===== src/rtl/rgb_pwm_driver.sv =====
// Three-channel 8-bit PWM LED driver with period-aligned, double-buffered duty update.
// Colours are captured into a pending buffer and take effect only at the period wrap.
module rgb_pwm_driver #(
    parameter int PRESCALE = 1
) (
    input  logic        clk,
    input  logic        rst,
    input  logic        enable,
    input  logic [23:0] rgb,
    output logic        led_r,
    output logic        led_g,
    output logic        led_b,
    output logic        period_start
);

    localparam int PW = (PRESCALE > 1) ? $clog2(PRESCALE) : 1;
    localparam logic [PW-1:0] PRE_MAX = PW'(PRESCALE - 1);

    logic [PW-1:0] r_pre_cnt;
    logic [7:0]    r_pwm_cnt;
    logic [23:0]   r_pending;
    logic [7:0]    r_duty_r;
    logic [7:0]    r_duty_g;
    logic [7:0]    r_duty_b;
    logic          w_tick;
    logic          w_wrap;

    assign w_tick = (r_pre_cnt == PRE_MAX);
    assign w_wrap = w_tick && (r_pwm_cnt == 8'hFF);

    always_ff @(posedge clk) begin
        if (rst) begin
            r_pre_cnt <= '0;
            r_pwm_cnt <= '0;
        end else begin
            r_pre_cnt <= w_tick ? '0 : r_pre_cnt + 1'b1;
            if (w_tick)
                r_pwm_cnt <= r_pwm_cnt + 8'd1;
        end
    end

    // Duties latch the pending value from before this edge, so a
    // simultaneous capture waits one full period.
    always_ff @(posedge clk) begin
        if (rst) begin
            r_pending    <= '0;
            r_duty_r     <= '0;
            r_duty_g     <= '0;
            r_duty_b     <= '0;
            period_start <= 1'b0;
        end else begin
            if (enable)
                r_pending <= rgb;
            if (w_wrap) begin
                r_duty_r <= r_pending[23:16];
                r_duty_g <= r_pending[15:8];
                r_duty_b <= r_pending[7:0];
            end
            period_start <= w_wrap;
        end
    end

    always_ff @(posedge clk) begin
        if (rst) begin
            led_r <= 1'b0;
            led_g <= 1'b0;
            led_b <= 1'b0;
        end else begin
            led_r <= (r_pwm_cnt < r_duty_r);
            led_g <= (r_pwm_cnt < r_duty_g);
            led_b <= (r_pwm_cnt < r_duty_b);
        end
    end

endmodule


===== config.mk =====
export PLATFORM = sky130hd
export DESIGN_NAME = rgb_pwm_driver
export DESIGN_NICKNAME = d
export VERILOG_FILES = /design/src/rtl/rgb_pwm_driver.sv
export SDC_FILE = /design/constraint.sdc
export NUM_CORES = 1
export LEC_CHECK = 0
export CAP_MARGIN = 20
export CORE_MARGIN = 3
export CORE_UTILIZATION = 50
export DETAILED_ROUTE_END_ITERATION = 10
export PLACE_DENSITY = 0.71
export REMOVE_ABC_BUFFERS = 1
export SYNTH_ARGS = -nofsm -noshare
export SYNTH_HDL_FRONTEND = slang
export SYNTH_SLANG_ARGS = --single-unit

===== constraint.sdc =====
create_clock -name clk -period 1.7 [get_ports clk]
set_input_delay 0.17 -clock clk [delete_from_list [all_inputs] [get_ports clk]]
set_output_delay 0.17 -clock clk [all_outputs]
set_load 0.005 [all_outputs]

==> results of run 1 <==
[per-layer routing]
metal  vias to the layer above  GRT usage [%]  share of wire, %
met5                         -              0                 0
met4                         0          8.615               1.4
met3                        10          5.605               3.9
met2                        35          29.47                47
met1                       983          24.84                48
li1                       1114              -                 -
[cells in the final DEF, fill, tap and decap left out, types with 3 or more instances in the layout]
| master | synthesis | layout |
|---|---|---|
| a211oi_1 | 3 | 3 |
| a21oi_1 | 30 | 30 |
| buf_4 | 2 | 10 |
| bufinv_16 | 0 | 3 |
| clkbuf_8 | 0 | 10 |
| clkdlybuf4s50_1 | 0 | 29 |
| dfxtp_1 | 61 | 60 |
| ha_1 | 22 | 22 |
| inv_1 | 21 | 21 |
| mux2i_1 | 25 | 25 |
| nand3_1 | 24 | 24 |
| nor2_1 | 29 | 29 |
| nor2b_1 | 4 | 4 |
| nor3b_1 | 3 | 3 |
| o2111a_1 | 3 | 3 |
| o211ai_1 | 3 | 3 |
| o21ai_0 | 27 | 27 |
| o21ai_1 | 3 | 3 |
| or3_1 | 3 | 3 |
| xor2_1 | 3 | 3 |
[final cells by class]
type | count | area [sq um]
Clock inverter | 4 | 95.09
Inverter | 21 | 78.83
Fill cell | 451 | 1842
Timing Repair Buffer | 42 | 410.4
Tap cell | 70 | 87.58
Clock buffer | 12 | 145.1
Multi-Input combinational cell | 197 | 1356
Sequential cell | 61 | 1222
[worst max-delay path, cell delays in order (launching register included)]
cell       delay, ns
dfxtp_1         0.42
ha_1            0.28
a211oi_1        0.23
o21ai_1         0.09
a2111oi_0       0.40
[sequential cells by signal (all words and copies together), names as in the netlist]
register and flops:
r_pwm_cnt 8, led_r 1, led_b 1, r_pre_cnt 1
period_start 1, led_g 1, r_duty_r 8, r_pending 24
r_duty_b 8, r_duty_g 8
[Yosys cell counts (all sizes together), types with 4 or more instances]
cell and instances:
inv 21, mux2i 25, ha 22, buf 13
nor2 29, clkbuf 8, a21oi 30, nand3 24
nor2b 4, dfxtp 61, o21ai 30
[logic make-up after synthesis]
| family | count (synthesis) | share of synthesized area (%) |
|---|---|---|
| flops | 61 | 44.14 |
| xor+xnor | 4 | 1.267 |
| mux | 25 | 9.046 |
| compound gates | 72 | 14.65 |
| simple gates | 73 | 13.75 |
| fa+ha+maj | 22 | 9.950 |
| buf+inv | 42 | 7.056 |
| other cells | 1 | 0.1356 |
[per-stage QoR]
| stage | hold slack, ns | util (%) | worst slack [ns] | cells |
|---|---|---|---|---|
| after CTS | 0.2763 | 64.69 | 0.1344 | 407 |
| after global placement | 0.4582 | 60.11 | 0.2200 | 391 |
| after detailed placement | 0.4617 | 60.11 | 0.1582 | 391 |
| after global routing | 0.2910 | 64.84 | 0.007535 | 407 |
| final | 0.2894 | 64.84 | 0.1668 | 407 |
| after floorplan | 0.2391 | - | 0.1229 | 279 |
[where the power goes]
group | switching (mW) | leakage, nW | internal, mW
clock network | 0.553 | 0.121 | 1.01
registers | 0.0291 | 0.498 | 1.47
logic | 0.0879 | 0.697 | 0.129
total | 0.670 | 1.31 | 2.62
[worst max-delay path by stage]
stage,from,endpoint,slack (ns),cells after the start
detailed placement,r_pwm_cnt[1],led_g,0.16,4
global route,r_pwm_cnt[2],led_g,0.008,4
floorplan,r_pwm_cnt[1],r_duty_b[0],0.12,4
global placement,r_pwm_cnt[1],led_r,0.22,4
CTS,r_pwm_cnt[1],led_g,0.13,4
finish,r_pwm_cnt[3],led_r,0.17,4
==> impl_results.md, run 1 <==
* Status: finished, final reports clean
* TritonCTS buffer count at 9
* DPL Wire Length at 3688 microns
* VDD IR max at 618.9 uV
* Cts repair resizes at 0
* Die W at 80.38 microns
* Ys flop type: dfxtp_1
* Largest net degree at the start of global routing at 61
* Post-Route Setup TNS at 0 ns
* N_diodes at 0
* Initial antenna violation count at 0
* Slew Viols, Final at 0
* Required @ worst endpoint at 1.92 ns
* Hold Path End: r_pending[21]
* Post-DRT Antenna Nets at 0
* Rows at 26
* Hold_buf cts at 0
* Hold Fails Final Rpt at 0
* Yosys reg bits at 61
* Synth Cell Area at 2766 sq um
* Number of distinct library cells after synthesis at 31
* Async S/R FF share, synth at 0%
* Pre-antenna DRT Iters at 4
* CTS tree: yes
* Clock sinks at 61
* Worst setup EP type: flip-flop
* IO Pins at 31
* Setup violations, final at 0
* Final Cycle Share at 90.19%
* Fraction of layout cells with a size suffix above 1 at 8.902%
* Sequential fraction of the synthesis area at 44.14%
* Die Y at 80.38 microns
* Residual DRC at 0
* GRT Overall Usage at 19.20%
* Crit start category: flip-flop
* I/O Buffers at 30
* Reg-to-Reg End: led_r
* Synth area leaders: dfxtp_1 (44%), ha_1 (10%), mux2i_1 (9.0%), a21oi_1 (5.4%), o21ai_0 (4.9%)
* Die ar. at 6461 sq um
* Finished Cell Area at 3396 sq um
* Initial core utilization at 52.82%
* Power Total at 3.287 mW
* Hold crit path type: primary input to flip-flop
* P_leak at 1.315 nW
* Routed via count at 2142
* Worst Reg-to-Reg Cells at 4
* Min-Delay Startpoint: rst
* Total core area at 5238 sq um
* Hold Path Cell Cnt at 3
* Worst flop-to-flop path startpoint: r_pwm_cnt[3]
* Root buffer cell: clkbuf_8
* Post-DP Area at 3148 sq um
* # Post-CTS Setup Buffers at 0
* Grt total ovfl at 0
* GPL Wtd Cong at 0.8213
* Max-cap viol count at 0
* EDFF count, synth at 0
* Minimum clock period at 1.533 ns
* Drt wl/cell at 13.61 microns
* Mean post-synth cell area at 9.221 sq um
* FF-to-FF setup slack at 0.17 ns
* RSZ-0062 raised after global routing: false
* Layout area overhead at 22.75%
* Vias in the first global route at 2066
* Critical Path Fanout Max at 4
* Clock slew at reported path FFs at 0.07 ns
* H-tree depth at 3
* Worst Path Arrival at 1.75 ns
* WL final at 5540 microns
* First-pass GRT wire length at 9528 microns
* Cell taking the most area after synthesis: dfxtp_1
* # nets final at 381
* Via/cell ratio at 5.263
* Clk_skew at 0.007453 ns
* Max Clk Rate at 652.2 MHz
* Top-area cell type share of the netlist area at 44.14%
* Max Buffers Root-to-Sink at 2
* Setup Crit Path Kind: flip-flop to flip-flop
* Worst skew pair latency at 0.34 ns
* YS warnings at 0
* PD cells at 967.9 nW/um^2
* Cells after synthesis at 300
* 1st-iter DRT viols at 114
Note: power is estimated with default switching activity, not from simulation.
==> run 2: changes to the inputs <==
--- a/config.mk
+++ b/config.mk
@@ -5,11 +5,12 @@
 export SDC_FILE = /design/constraint.sdc
 export NUM_CORES = 1
 export LEC_CHECK = 0
+export ABC_AREA = 1
 export CAP_MARGIN = 20
 export CORE_MARGIN = 3
 export CORE_UTILIZATION = 50
 export DETAILED_ROUTE_END_ITERATION = 10
-export PLACE_DENSITY = 0.71
+export PLACE_DENSITY_LB_ADDON = 0.15
 export REMOVE_ABC_BUFFERS = 1
 export SYNTH_ARGS = -nofsm -noshare
 export SYNTH_HDL_FRONTEND = slang
==> impl_results.md, run 2 <==
* Fraction of layout cells with a size suffix above 1 at 5.607%
* Hold crit path type: primary input to flip-flop
* Die ar. at 6694 sq um
* Mean post-synth cell area at 7.294 sq um
* Met2 usage at 27.46%
* Max Clk Rate at 693.1 MHz
* Finished Cell Area at 3438 sq um
* # nets final at 472
* EDFF count, synth at 0
* Status: finished, final reports clean
* P_leak at 1.451 nW
* GPL Wtd Cong at 0.7734
* Required @ worst endpoint at 1.93 ns
* Largest net degree at the start of global routing at 49
* Busiest grt layer: met2
* Top reg by flops: r_pending
* Routed via count at 2431
* Clock sinks at 61
* Post-synthesis xor/xnor area fraction at 0.3047%
* Cell taking the most area after synthesis: dfxtp_1
* Layout area overhead at 19.63%
* Clock slew at reported path FFs at 0.06 ns
* Hold Fails Final Rpt at 0
* RSZ-0062 raised after global routing: false
* Sequential fraction of the synthesis area at 42.49%
* Worst Reg-to-Reg Cells at 7
* Residual DRC at 0
* Setup violations, final at 0
* N_diodes at 0
* Cts repair resizes at 0
* Post-Route Setup TNS at 0 ns
* Most frequent cells in the layout: nand2_1 (68), a21oi_1 (61), dfxtp_1 (61)
* Hold Path Cell Cnt at 3
* Die W at 81.82 microns
* GRT Overall Usage at 18.12%
* Worst Path Arrival at 1.67 ns
* Cells after synthesis at 394
* # Post-CTS Setup Buffers at 0
* Commonest cells post-synth: nand2_1 (68), a21oi_1 (61), dfxtp_1 (61)
* Max Buffers Root-to-Sink at 2
* Max-cap viol count at 0
* Placed cells at 482
* Grt total ovfl at 0
* Fillers at 504
* Number of distinct library cells after synthesis at 20
* Register area at 1221 sq um
* Via/cell ratio at 4.882
* Drt wl/cell at 10.74 microns
* Synth area leaders: dfxtp_1 (42%), a21oi_1 (11%), ha_1 (9.6%), nand2_1 (8.9%), inv_1 (7.4%)
* VDD IR max at 587.3 uV
* Hold_buf cts at 0
* WL final at 5350 microns
* Initial antenna violation count at 0
* Dominant cell by count in the synthesized netlist: nand2_1
* Most common cell after layout, fill and taps aside: nand2_1
* Yosys reg bits at 61
* Minimum clock period at 1.443 ns
* DPL Wire Length at 3615 microns
* Root buffer cell: clkbuf_8
* Initial core utilization at 53.87%
* YS warnings at 0
* Setup Crit Path Kind: flip-flop to flip-flop
* Top-area cell type share of the netlist area at 42.49%
* Main combinational cell family by area after synthesis: simple AND/OR/NAND/NOR gates
* Simple-gate portion of the synthesized area at 19.85%
* Worst flop-to-flop path startpoint: r_pwm_cnt[0]
* Area of the multi-input gates at 1323 sq um
* Met1 global-route usage at 23.25%
* H-tree depth at 3
* IO Pins at 31
* Max reg flops at 24
* Final Cycle Share at 84.87%
* Synth Cell Area at 2874 sq um
* Clk_skew at 0.004356 ns
* First-pass GRT wire length at 9266 microns
* TritonCTS buffer count at 9
* Hold Path End: r_pending[3]
* Worst skew pair latency at 0.34 ns
* FF-to-FF setup slack at 0.26 ns
* Reg-to-Reg End: r_duty_b[1]
* Layout Cells excl Fill at 498
* PD cells at 832.4 nW/um^2
* Min-Delay Startpoint: rgb[3]
* Rows at 26
* Crit start category: flip-flop
* GR Layer Usage met3 at 7.237%
* Post-DP Area at 3267 sq um
* Ys flop type: dfxtp_1
* Synth Area in Compound Gates at 15.93%
* Die Y at 81.82 microns
* Pre-antenna DRT Iters at 4
* Post-DRT Antenna Nets at 0
* Total core area at 5335 sq um
* Worst setup EP type: flip-flop
* Critical Path Fanout Max at 27
* Mux cell area share after synthesis at 0%
* Vias in the first global route at 2130
* 1st-iter DRT viols at 74
* Power Total at 2.862 mW
* CTS tree: yes
* Async S/R FF share, synth at 0%
* I/O Buffers at 30
* Slew Viols, Final at 0
* Post-Synth Adder-Cell Area at 9.578%
-- run 2: cell count changes after synthesis, moves of 4 or more --
cell | previous run | this run
nand2_1 | 2 | 68
buf_4 | 2 | 6
nand3_1 | 24 | 28
nor2_1 | 29 | 39
mux2i_1 | 25 | 0
inv_1 | 21 | 57
nor2b_1 | 4 | 0
a21oi_1 | 30 | 61
-- run 2: worst max path at each step --
stage / to / slack, ns / start
2_1_floorplan: r_duty_b[0] / -0.56 / r_pwm_cnt[7]
3_3_place_gp: r_pwm_cnt[3] / 0.29 / rst
3_5_place_dp: r_pending[1] / 0.22 / rst
4_1_cts: r_pwm_cnt[6] / 0.25 / r_pwm_cnt[0]
5_1_grt: r_pwm_cnt[6] / 0.13 / r_pwm_cnt[0]
6_report: r_duty_b[1] / 0.26 / r_pwm_cnt[0]
-- run 2: critical path: stages, from the launching register on --
cell and delay (ns):
dfxtp_1 0.35, ha_1 0.23, nand3_1 0.11, nor2_2 0.23, buf_12 0.21, nand3_1 0.09, nand2_1 0.07, nor2_1 0.04
-- run 2: kinds of logic (layout without fill, tap and decap cells) --
logic type      Yosys count  in the layout
buf+inv                  80            114
compound gates           90             90
flops                    61             61
simple gates            139            139
xor+xnor                  1              1
fa+ha+maj                22             22
other cells               1              1
-- run 2: cell type report --
type	count	share of cell area [%]
clock buffers	15	4.840
clock inverters	1	0.1456
inverters	60	6.550
multi-input cells	253	38.46
flip-flops and latches	61	35.52
well taps	70	2.547
repair buffers	38	11.94
-- run 2: power by group --
group / switching, mW / leakage [nW] / total, mW / internal (mW)
logic: 0.118 / 0.865 / 0.238 / 0.120
registers: 0.0162 / 0.499 / 1.50 / 1.48
clock network: 0.519 / 0.0877 / 1.13 / 0.609
-- run 2: layer usage --
metal  wire (microns)  share of wire (%)  vias to the layer above
li1                 -                  -                     1318
met1             2578                 48                     1057
met2             2409                 45                       49
met3              290                5.4                        7
met4               70                1.3                        0
met5                0                  0                        -
-- run 2: per-stage QoR --
step                      hold WS, ns  setup slack, ns  util, %
after floorplan                0.2415          -0.5561        -
after global placement         0.4412           0.2858    61.23
after detailed placement       0.4464           0.2170    61.23
after CTS                      0.4352           0.2482    64.45
after global routing           0.4398           0.1265    64.45
final                          0.4509           0.2573    64.45
